==> src/rtl/bcd_pkg.sv <==
// Shared BCD constants and the digit clamp helper for the up/down counter.
package bcd_pkg;

   localparam int                 BCD_W   = 4;
   localparam logic [BCD_W-1:0]   BCD_MAX = 4'd9;
   localparam logic [BCD_W-1:0]   BCD_MIN = 4'd0;

   // Force a nibble into the legal BCD range; 10..15 become 9.
   function automatic logic [BCD_W-1:0] bcd_clamp(input logic [BCD_W-1:0] digit);
      return (digit > BCD_MAX) ? BCD_MAX : digit;
   endfunction

endpackage

==> src/rtl/bcd_digit.sv <==
// One BCD digit of the up/down counter: holds 0..9, steps when enabled and the
// carry/borrow from the digit below is set, and reports carry/borrow upward.
module bcd_digit
   import bcd_pkg::*;
(
   input  logic             clk,
   input  logic             rst,
   input  logic             en_i,
   input  logic             up_i,
   input  logic             cin_i,
   input  logic             load_i,
   input  logic [BCD_W-1:0] load_digit_i,
   output logic [BCD_W-1:0] digit_o,
   output logic             cout_o
);

   logic [BCD_W-1:0] digit_q, digit_d;

   // Carry (up) or borrow (down) leaves this digit only when it is at its limit.
   assign cout_o  = cin_i & (up_i ? (digit_q == BCD_MAX) : (digit_q == BCD_MIN));
   assign digit_o = digit_q;

   // Next digit: load wins, otherwise step only with carry/borrow in.
   always_comb begin
      digit_d = digit_q;
      if (load_i) begin
         digit_d = bcd_clamp(load_digit_i);
      end else if (en_i && cin_i) begin
         if (up_i) digit_d = (digit_q == BCD_MAX) ? BCD_MIN : digit_q + 4'd1;
         else      digit_d = (digit_q == BCD_MIN) ? BCD_MAX : digit_q - 4'd1;
      end
   end

   // Digit register, cleared asynchronously.
   always_ff @(posedge clk or posedge rst) begin
      if (rst) digit_q <= BCD_MIN;
      else     digit_q <= digit_d;
   end

endmodule

==> src/rtl/bcd_updown_counter.sv <==
// Parametrised multi-digit BCD up/down counter with load, enable and wrap flag.
// Define BCD_CNT_SAT_EN to make the counter saturate at all-9s / all-0s instead
// of wrapping; wrap then flags every enabled cycle that pushed on the limit.
module bcd_updown_counter
   import bcd_pkg::*;
#(
   parameter int DIGITS = 2
) (
   input  logic                  clk,
   input  logic                  rst,
   input  logic                  en,
   input  logic                  up,
   input  logic                  load,
   input  logic [4*DIGITS-1:0]   load_val,
   output logic [4*DIGITS-1:0]   count,
   output logic                  wrap,
   output logic                  load_err
);

   logic [DIGITS:0]   carry;
   logic [DIGITS-1:0] bad_digit;
   logic              boundary;
   logic              step_en;
   logic              wrap_q, wrap_d;
   logic              load_err_q, load_err_d;

   // Digit 0 always sees carry/borrow-in, so the top carry-out means the whole
   // count sits at the limit in the current direction.
   assign carry[0] = 1'b1;
   assign boundary = carry[DIGITS];

`ifdef BCD_CNT_SAT_EN
   assign step_en = en & ~boundary;
`else
   assign step_en = en;
`endif

   for (genvar gi = 0; gi < DIGITS; gi++) begin : g_digit
      assign bad_digit[gi] = load_val[gi*BCD_W +: BCD_W] > BCD_MAX;

      bcd_digit u_digit (
         .clk          (clk),
         .rst          (rst),
         .en_i         (step_en),
         .up_i         (up),
         .cin_i        (carry[gi]),
         .load_i       (load),
         .load_digit_i (load_val[gi*BCD_W +: BCD_W]),
         .digit_o      (count[gi*BCD_W +: BCD_W]),
         .cout_o       (carry[gi+1])
      );
   end

   // Flags for the edge about to happen; a load suppresses wrap.
   always_comb begin
      wrap_d     = ~load & en & boundary;
      load_err_d = load & (|bad_digit);
   end

   // Flag registers, aligned with the count update.
   always_ff @(posedge clk or posedge rst) begin
      if (rst) begin
         wrap_q     <= 1'b0;
         load_err_q <= 1'b0;
      end else begin
         wrap_q     <= wrap_d;
         load_err_q <= load_err_d;
      end
   end

   assign wrap     = wrap_q;
   assign load_err = load_err_q;

endmodule

==> config.mk <==
export PLATFORM = sky130hd
export DESIGN_NAME = bcd_updown_counter
export DESIGN_NICKNAME = d
export VERILOG_FILES = /design/src/rtl/bcd_pkg.sv /design/src/rtl/bcd_digit.sv /design/src/rtl/bcd_updown_counter.sv
export SDC_FILE = /design/constraint.sdc
export NUM_CORES = 1
export LEC_CHECK = 0
export CAP_MARGIN = 20
export CORE_AREA = 2 2 48 50
export DETAILED_ROUTE_END_ITERATION = 16
export DIE_AREA = 0 0 50 52
export PLACE_DENSITY = 0.72
export SLEW_MARGIN = 20
export SYNTH_ARGS = -nofsm -noshare
export SYNTH_HDL_FRONTEND = slang
export SYNTH_SLANG_ARGS = --single-unit
==> constraint.sdc <==
create_clock -name clk -period 1.5 [get_ports clk]
set_input_delay 0.225 -clock clk [delete_from_list [all_inputs] [get_ports clk]]
set_output_delay 0.225 -clock clk [all_outputs]
set_load 0.1 [all_outputs]
Word-level counts from Yosys, hierarchy flattened
Cells that the tools add are included.
Word-level totals
  register bits: 10
  bits in latches: 0
  memory bits (writable): 0
  bits in read-only memories: 0
  bits of input ports: 13
  logic and storage cells: 37
  memories: 0
Operators by class
  add/subtract/negate cells: 4
  $mul: 0
  divide/modulo/power cells: 0
  magnitude comparators: 2
  equality and inequality tests: 2
  shift operators: 0
  muxes and demuxes: 14
  bitwise operators: 5
  reduce and logical (&&, ||, !) cells: 6
Operators with widths (count)
  $mux 4: 12
  $add 4x1->4 const B: 2
  $eq 4x4->1 const B: 2
  $gt 4x4->1 const B: 2
  $logic_not 4->1: 2
  $sub 4x1->4 const B: 2
  $and 1x1->1: 4
  $reduce_bool 2->1: 2
  $mux 1: 2
  $reduce_or 2->1: 1
  $logic_and 1x1->1: 1
  $not 1->1: 1

Longest topological paths before layout
Gate-level depths: netlist of run 1.
  word-level depth: 5
  mapped depth: 6
  gate-level depth less buffers: 4

By module
Synthesis of run 1 repeated with hierarchy kept, for this count alone.
Unflattened totals
  cell total of the unflattened synthesis: 115
  area, all modules: 893.4 µm²
By module, submodules not included
  bcd_digit: times used 2, cells an instance 53, area each 405.4 µm², sequential area each 100.1 µm²
  bcd_updown_counter: times used 1, cells an instance 9, area each 82.6 µm², sequential area each 50.0 µm²

Least setup slack after synthesis of run 1
OpenSTA, ideal clock, no wires.
  path type: reg2reg
  start: register g_digit[1].u_digit.digit_q[2]
  end: register g_digit[1].u_digit.digit_q[3]
  arrival: 1904 ps
  required time: 1366 ps
  path slack: -538 ps
  stages on the path, launching flop included: 6
  path buffers: 1
  period minus slack after synthesis: 2038 ps
  cells stage by stage: dfrtp_1 -> clkbuf_1 -> xnor2_1 -> a21oi_1 -> a2111oi_0 -> o21ai_1
On the way
  longest elaborated chain between the ends: 5
  elaborated cells on any way between the ends: 9
RTL lines
  from (decl): line bcd_digit.sv:17  | logic [BCD_W-1:0] digit_q, digit_d;
  from (signal assigned): line bcd_digit.sv:37  | else digit_q <= digit_d;
  $sub 4x1->4, or another cell as far along: line bcd_digit.sv:30  | else digit_d = (digit_q == BCD_MIN) ? BCD_MAX : digit_q - 4'd1;
  $mux 4 (on tied branches): line bcd_digit.sv:30, bcd_digit.sv:29
  $mux 4 *: line bcd_digit.sv:29  | if (up_i) digit_d = (digit_q == BCD_MAX) ? BCD_MIN : digit_q + 4'd1;
  $mux 4 *: line bcd_digit.sv:28  | end else if (en_i && cin_i) begin
  $mux 4 *: line bcd_digit.sv:26  | if (load_i) begin
Mark *: on every way between the ends. The rest lies on a longest branch, timed or not. The select of a mux whose other input is x is not followed.
A chain may end at the register's enable or synchronous reset.

Worst setup path in the final report of run 1
  start: input up
  end: register g_digit[1].u_digit.digit_q[1]
On the way
  longest elaborated chain between the ends: 3
  elaborated cells on any way between the ends: 6
RTL lines
  from (decl): line bcd_updown_counter.sv:12  | input logic up,
  $mux 4 or $mux 1 (tied branches): line bcd_digit.sv:29, bcd_digit.sv:20
  $mux 4 or $logic_and 1x1->1 (tied branches): line bcd_digit.sv:28
  $mux 4 or $reduce_bool 2->1 (tied branches)
Several ways; a longest one is shown, not always the timed one. The select of a mux whose other input is x is not followed.

==> run metrics, run 1 <==
initial antenna violation count=0; final setup margin=55.4 ps; drt first-iter violations=15; Main synth FF type=dfrtp_1; part of the cycle the worst path needs=0.963; FMAX=692 MHz; Post-synth EDFFs=0; async set-reset flop share out of synthesis=1.00; clk sink count=10; ant diodes=0; Die ar.=0.00260 mm2; Max Slew Vio Count=0; RSZ-0062 raised after global routing=false; largest net degree at the start of global routing=18; Hold Path Class=in2async; delay-heaviest family, CP=buffers and inverters; Slowest cell on crit path=clkdlybuf4s50_1; highest routed layer=met4; total wire length=around 2100 um; first-pass GRT wire length=3680 um; synth-to-layout area growth=53.9%; XOR/XNOR Fraction of Synth Area=0.0416; run status=completed; Mean Syn Cell Area=8.10 um2; chip height=about 52 um; Met1 Routed Length=937 um; Synth Area in Adders=0; final setup fails=0; WL/cell=13.6 um; FP Rows=17; Power, Total=between 0.001 and 0.0015 W; Tmin final=about 1400 ps; Synth Area in Compound Gates=0.290; vias in the first global route=860; crit path launch type=input port; vias post-DR=866; Yosys reg bits=10; data arrival time of the critical path=1630 ps; Reg clk slew, reported paths=60 ps; cell count after synthesis=104; register-to-register setup slack=80 ps; Simple-Gate Fraction of Synth Area=0.248; routed wl met2=1040 um; static leakage=0.488 nW; Slew @ Worst Pin=364 ps; largest family of logic cells by synthesized area=compound AO/OA/AOI/OAI gates; Critical Path, Cell by Cell=clkdlybuf4s50_1 > buf_12 > and3_4 > o211ai_4 > a211o_1 > a31oi_1; clk_lat worst skew=260 ps; VDD IR max=0.450 mV; total CTS buffers=3; Worst R2R End=g_digit[1].u_digit.digit_o[3]; Net Count, Synth=117; Max Cap Viol=0; CP Max Fanout=17; number of remaining DRC errors=0; largest cells by area after synthesis=dfrtp_1 (30%), o21ai_0 (5.3%), a21oi_1 (4.8%), buf_6 (4.0%), nor2_1 (3.6%); Setup WS pre-CTS=-244 ps; vias per cell=5.55; Yosys warnings=0; r2r worst-path depth=4; clock skew=1.50 ps; Initial Util=0.400; worst path bufs/invs=2; Die Wd=50 um; most numerous cell in the Yosys netlist=dfrtp_1; worst r2r src=g_digit[1].u_digit.digit_o[1]; TritonRoute pass-1 iters=4; worst rel slew slack=0.757; Critical Path Stages=6; slowest cell delay on critical path=500 ps; register area share after synthesis=0.297; Yosys cell types=42; GPL Wtd Cong=between 0.8 and 0.9; htree depth=1; nets=142; Ports=23; IO Port Bufs=22; Crit path required time=1690 ps; mapped cell area=842 um2; largest area contributor in the netlist=dfrtp_1; hpwl dp=1660 um; met3 wire length=118 um; Root Driver=clkbuf_4; commonest cells in the netlist=dfrtp_1 (10), o21ai_0 (9), a21oi_1 (8), nor2_1 (8), nand2_1 (7); mux cell area share after synthesis=0.0134; Hold Fails Final Rpt=0; final global-route overflow total=0; core area=0.00211 mm2; CTS tree=done; hold_ws=approximately 240 ps; layout cells sized above 1=0.305; top-area cell type share of the netlist area=0.297; fillcell total=165; Longest Clk Path Bufs=2; crit path capture type=register; PwrDens=970 mW/mm2; GRT Util Overall=0.184; Crit Path Category=in2reg; Antenna Nets Post-Route=0
==> report_power, final <==
part	switching (W)	leakage, nW	internal [W]
sequential	0.000103	0.114	0.000313
combinational	0.000347	0.354	0.000256
clock	0.0000911	0.0210	0.000147
==> cell usage in the layout (no fill, tap or decap), types with 2 or more instances in the layout <==
cell type         n
nor3_1            3
o21ai_1           3
a21boi_0          2
a31oi_1           2
nand2_1           7
inv_1             5
o21ai_0           7
nor3b_1           2
nor2_1            8
dfrtp_2           2
nand3_1           4
nor2b_1           2
dfrtp_1           2
xor2_1            2
clkdlybuf4s50_1  12
buf_12           11
a21oi_1           8
xnor2_1           2
o31ai_1           2
dfrtp_4           6
clkbuf_4          3
buf_4             7
nand2b_1          2
==> final cells by class <==
cell class	count	area, um2	share of cell area
Tap cell	28	35.0	0.0270
Sequential cell	10	275	0.212
Multi-Input combinational cell	79	538	0.415
Inverter	5	18.8	0.0145
Clock buffer	4	36.3	0.0280
Timing Repair Buffer	30	393	0.303
==> worst register-to-register path, stage by stage (launching register included) <==
cell       delay [ps]
dfrtp_4           550
xnor2_1           190
a21oi_1            90
a2111oi_2         370
o21ai_1            90
==> layer usage <==
| layer | track usage | vias to the layer above |
|---|---|---|
| li1 | - | 421 |
| met1 | 0.238 | 415 |
| met2 | 0.298 | 26 |
| met3 | 0.0460 | 4 |
| met4 | 0.0648 | 0 |
| met5 | 0 | - |
==> cell families (layout without fill, tap and decap cells) <==
logic type                Yosys count  in the layout
muxes                               1              1
buffers and inverters              15             39
AOI/OAI and AO/OA                  36             36
and+or+nand+nor                    38             38
xor gates and xnor gates            4              4
DFF                                10             10
==> per-stage QoR <==
step           std cells  area (um2)  utilization  setup TNS (ps)
2_1_floorplan        104         930            -            -165
3_3_place_gp         151        1250        0.592            -959
3_5_place_dp         151        1250        0.592           -1090
4_1_cts              155        1280        0.609               0
5_1_grt              156        1300        0.616               0
6_report             156        1300        0.616               0
==> sequential cells by signal, summed over array words and instances, names as in the netlist <==
signal                   count
g_digit.u_digit.digit_o      8
load_err                     1
wrap                         1
==> how the worst max path moves through the flow <==
stage          slack (ps)                     startpoint                       endpoint
2_1_floorplan         -40  g_digit[0].u_digit.digit_o[0]  g_digit[0].u_digit.digit_o[1]
3_3_place_gp         -230                             up  g_digit[1].u_digit.digit_o[2]
3_5_place_dp         -240                             up  g_digit[1].u_digit.digit_o[2]
4_1_cts                40                             up  g_digit[1].u_digit.digit_o[2]
5_1_grt                 9                             up  g_digit[1].u_digit.digit_o[1]
6_report               60                             up  g_digit[1].u_digit.digit_o[1]
==> timing repair <==
action	CTS	global route
hold buffers	0	0
resized for setup	0	2
endpoints found under the hold margin	0	0
endpoints found under the setup margin	0	2
buffers inserted	0	1
Power figures use the tool's default switching activity.
==> run 2, diff against run 1 <==
--- a/config.mk
+++ b/config.mk
@@ -5,7 +5,7 @@
 export SDC_FILE = /design/constraint.sdc
 export NUM_CORES = 1
 export LEC_CHECK = 0
-export CAP_MARGIN = 20
+export CAP_MARGIN = 30
 export CORE_AREA = 2 2 48 50
 export DETAILED_ROUTE_END_ITERATION = 16
 export DIE_AREA = 0 0 50 52
==> results of run 2 <==
The final DEF is identical to that of run 1; final timing and power are the same.
==> run 3, diff against run 2 <==
--- a/config.mk
+++ b/config.mk
@@ -6,10 +6,12 @@
 export NUM_CORES = 1
 export LEC_CHECK = 0
 export CAP_MARGIN = 30
-export CORE_AREA = 2 2 48 50
+export CELL_PAD_IN_SITES_DETAIL_PLACEMENT = 1
+export CELL_PAD_IN_SITES_GLOBAL_PLACEMENT = 2
+export CORE_AREA = 2 2 45 89
 export DETAILED_ROUTE_END_ITERATION = 16
-export DIE_AREA = 0 0 50 52
-export PLACE_DENSITY = 0.72
+export DIE_AREA = 0 0 47 91
+export PLACE_DENSITY_LB_ADDON = 0.1
 export SLEW_MARGIN = 20
 export SYNTH_ARGS = -nofsm -noshare
 export SYNTH_HDL_FRONTEND = slang
==> run 3 against run 2 <==
- critical endpoint unchanged
- clock skew is essentially flat
- final area up 4.2%
- sequential cell count unchanged
==> run metrics, run 3 (same netlist as run 1, synthesis figures left out) <==
Longest Clk Path Bufs=2 (unchanged); vias per cell=4.94 (-11%); clk sink count=10 (unchanged); vias in the first global route=967 (+12%); IO Port Bufs=22 (unchanged); clk_lat worst skew=230 ps (-30 ps); CTS tree=done; initial antenna violation count=0 (unchanged); GRT Util Overall=0.141 (-0.0432); GPL Wtd Cong=0.750 (-9.0%); DP Cell Count=172 (+14%); part of the cycle the worst path needs=0.954 (-0.00924); Worst Setup SP=g_digit[0].u_digit.digit_o[0]; run status=completed; setup bufs post-CTS=0 (unchanged); Root Driver=clkbuf_8; hold_ws=286 ps (+50.4 ps); core area=0.00357 mm2 (+69%); final core utilization=0.378 (-0.237); RSZ-0062 raised after global routing=false; synth-to-layout area growth=60.3%; Max Cap Viol=0 (unchanged); Antenna Nets Post-Route=0 (unchanged); worst rel slew slack=0.734 (-0.0231); r2r worst-path depth=4 (unchanged); clock skew=1.74 ps (+0.244 ps); Slew @ Worst Pin=398 ps (+34.6 ps); largest net degree at the start of global routing=14 (-4); data arrival time of the critical path=1580 ps (-50 ps); final std cells w/o fill=176 (+13%); nets=142 (unchanged); max reg flops=8 (unchanged); Hold Fails Final Rpt=0 (unchanged); most frequent cells in the layout=clkdlybuf4s50_1 (11), buf_12 (11), a21oi_1 (8), nor2_1 (8); worst r2r src=g_digit[0].u_digit.digit_o[0]; Crit Path Category=reg2reg; total CTS buffers=3 (unchanged); Tmin final=1430 ps (-13.9 ps); total wire length=2750 um (+30%); hpwl dp=2150 um (+30%); CP Max Fanout=10 (-7); PwrDens=970 mW/mm2 (about the same); TritonRoute pass-1 iters=2 (-2); Hold Path Class=in2async; Max Slew Vio Count=0 (unchanged); Die Wd=47 um (-6.0%); ant diodes=0 (unchanged); FP Rows=31 (+14); layout cells sized above 1=0.299 (-0.00547); chip height=91 um (+75%); VDD IR max=0.583 mV (+29%); final global-route overflow total=0 (unchanged); number of remaining DRC errors=0 (unchanged); crit path launch type=register; Reg clk slew, reported paths=50 ps (about the same); htree depth=1 (unchanged); CTS Hold Buffers Added=0 (unchanged); Die ar.=0.00428 mm2 (+65%); vias post-DR=869 (+0.35%); FMAX=699 MHz (+0.97%); Ports=23 (unchanged); Initial Util=0.236 (-0.164); first-pass GRT wire length=4510 um (+23%); static leakage=0.503 nW (+3.0%); crit path capture type=register; drt first-iter violations=10 (-5); final setup fails=0 (unchanged); WL/cell=15.6 um (+15%); Crit path required time=1650 ps (-40 ps)
==> run 3: power by group <==
group | internal [W] | switching (W) | total [W] | leakage, nW
clock | 0.000175 | 0.000100 | 0.000275 | 0.0216
sequential | 0.000314 | 0.000109 | 0.000423 | 0.114
combinational | 0.000260 | 0.000351 | 0.000611 | 0.368
==> run 3: final cells by class <==
cell class / count / area [um2]
multi-input cells: 79 / 537
fillers: 440 / 2220
inverters: 5 / 18.8
repair buffers: 30 / 417
well taps: 49 / 61.3
clock buffers: 3 / 41.3
flip-flops and latches: 10 / 275
==> run 3: final timing paths <==
check / to / slack, ps
max in group asynchronous: g_digit[1].u_digit.digit_o[2] / 890
worst min register to register: g_digit[1].u_digit.digit_o[2] / 740
min in group clk: g_digit[0].u_digit.digit_o[1] / 600
worst max-delay path: g_digit[1].u_digit.digit_o[1] / 70
worst max register to register: g_digit[1].u_digit.digit_o[1] / 70
worst min-delay path: load_err / 290
==> run 3: timing repair <==
action | 4_1_cts | 5_1_grt
endpoints found under the setup margin | 2 | 3
gates cloned | 1 | 0
gates resized for setup | 1 | 2
pin swaps | 1 | 1
==> run 3: per-layer routing <==
metal / vias up / GRT usage / routed length (um) / part of all wire
met5: - / 0 / 0 / 0
met4: 0 / 0.0579 / 85 / 0.031
met3: 6 / 0.0258 / 54 / 0.020
met2: 15 / 0.247 / 1600 / 0.58
met1: 428 / 0.154 / 1010 / 0.37
li1: 420 / - / - / -
==> run 3: through the flow <==
stage	power [W]	cell area, um2	TNS [ps]	setup slack [ps]
detailed placement	0.00103	1270	-1540	-255
floorplan	0.000820	930	-165	-43.4
CTS	0.00132	1350	0	25.6
global route	0.00137	1350	0	1.92
finish	0.00131	1350	0	69.3
global placement	0.00103	1270	-1340	-227
==> run 3: worst max-delay path: stages (launching register included) <==
cell	delay (ps)
dfrtp_4	540
and3_4	210
o211ai_4	280
o21ai_0	150
a31oi_1	160
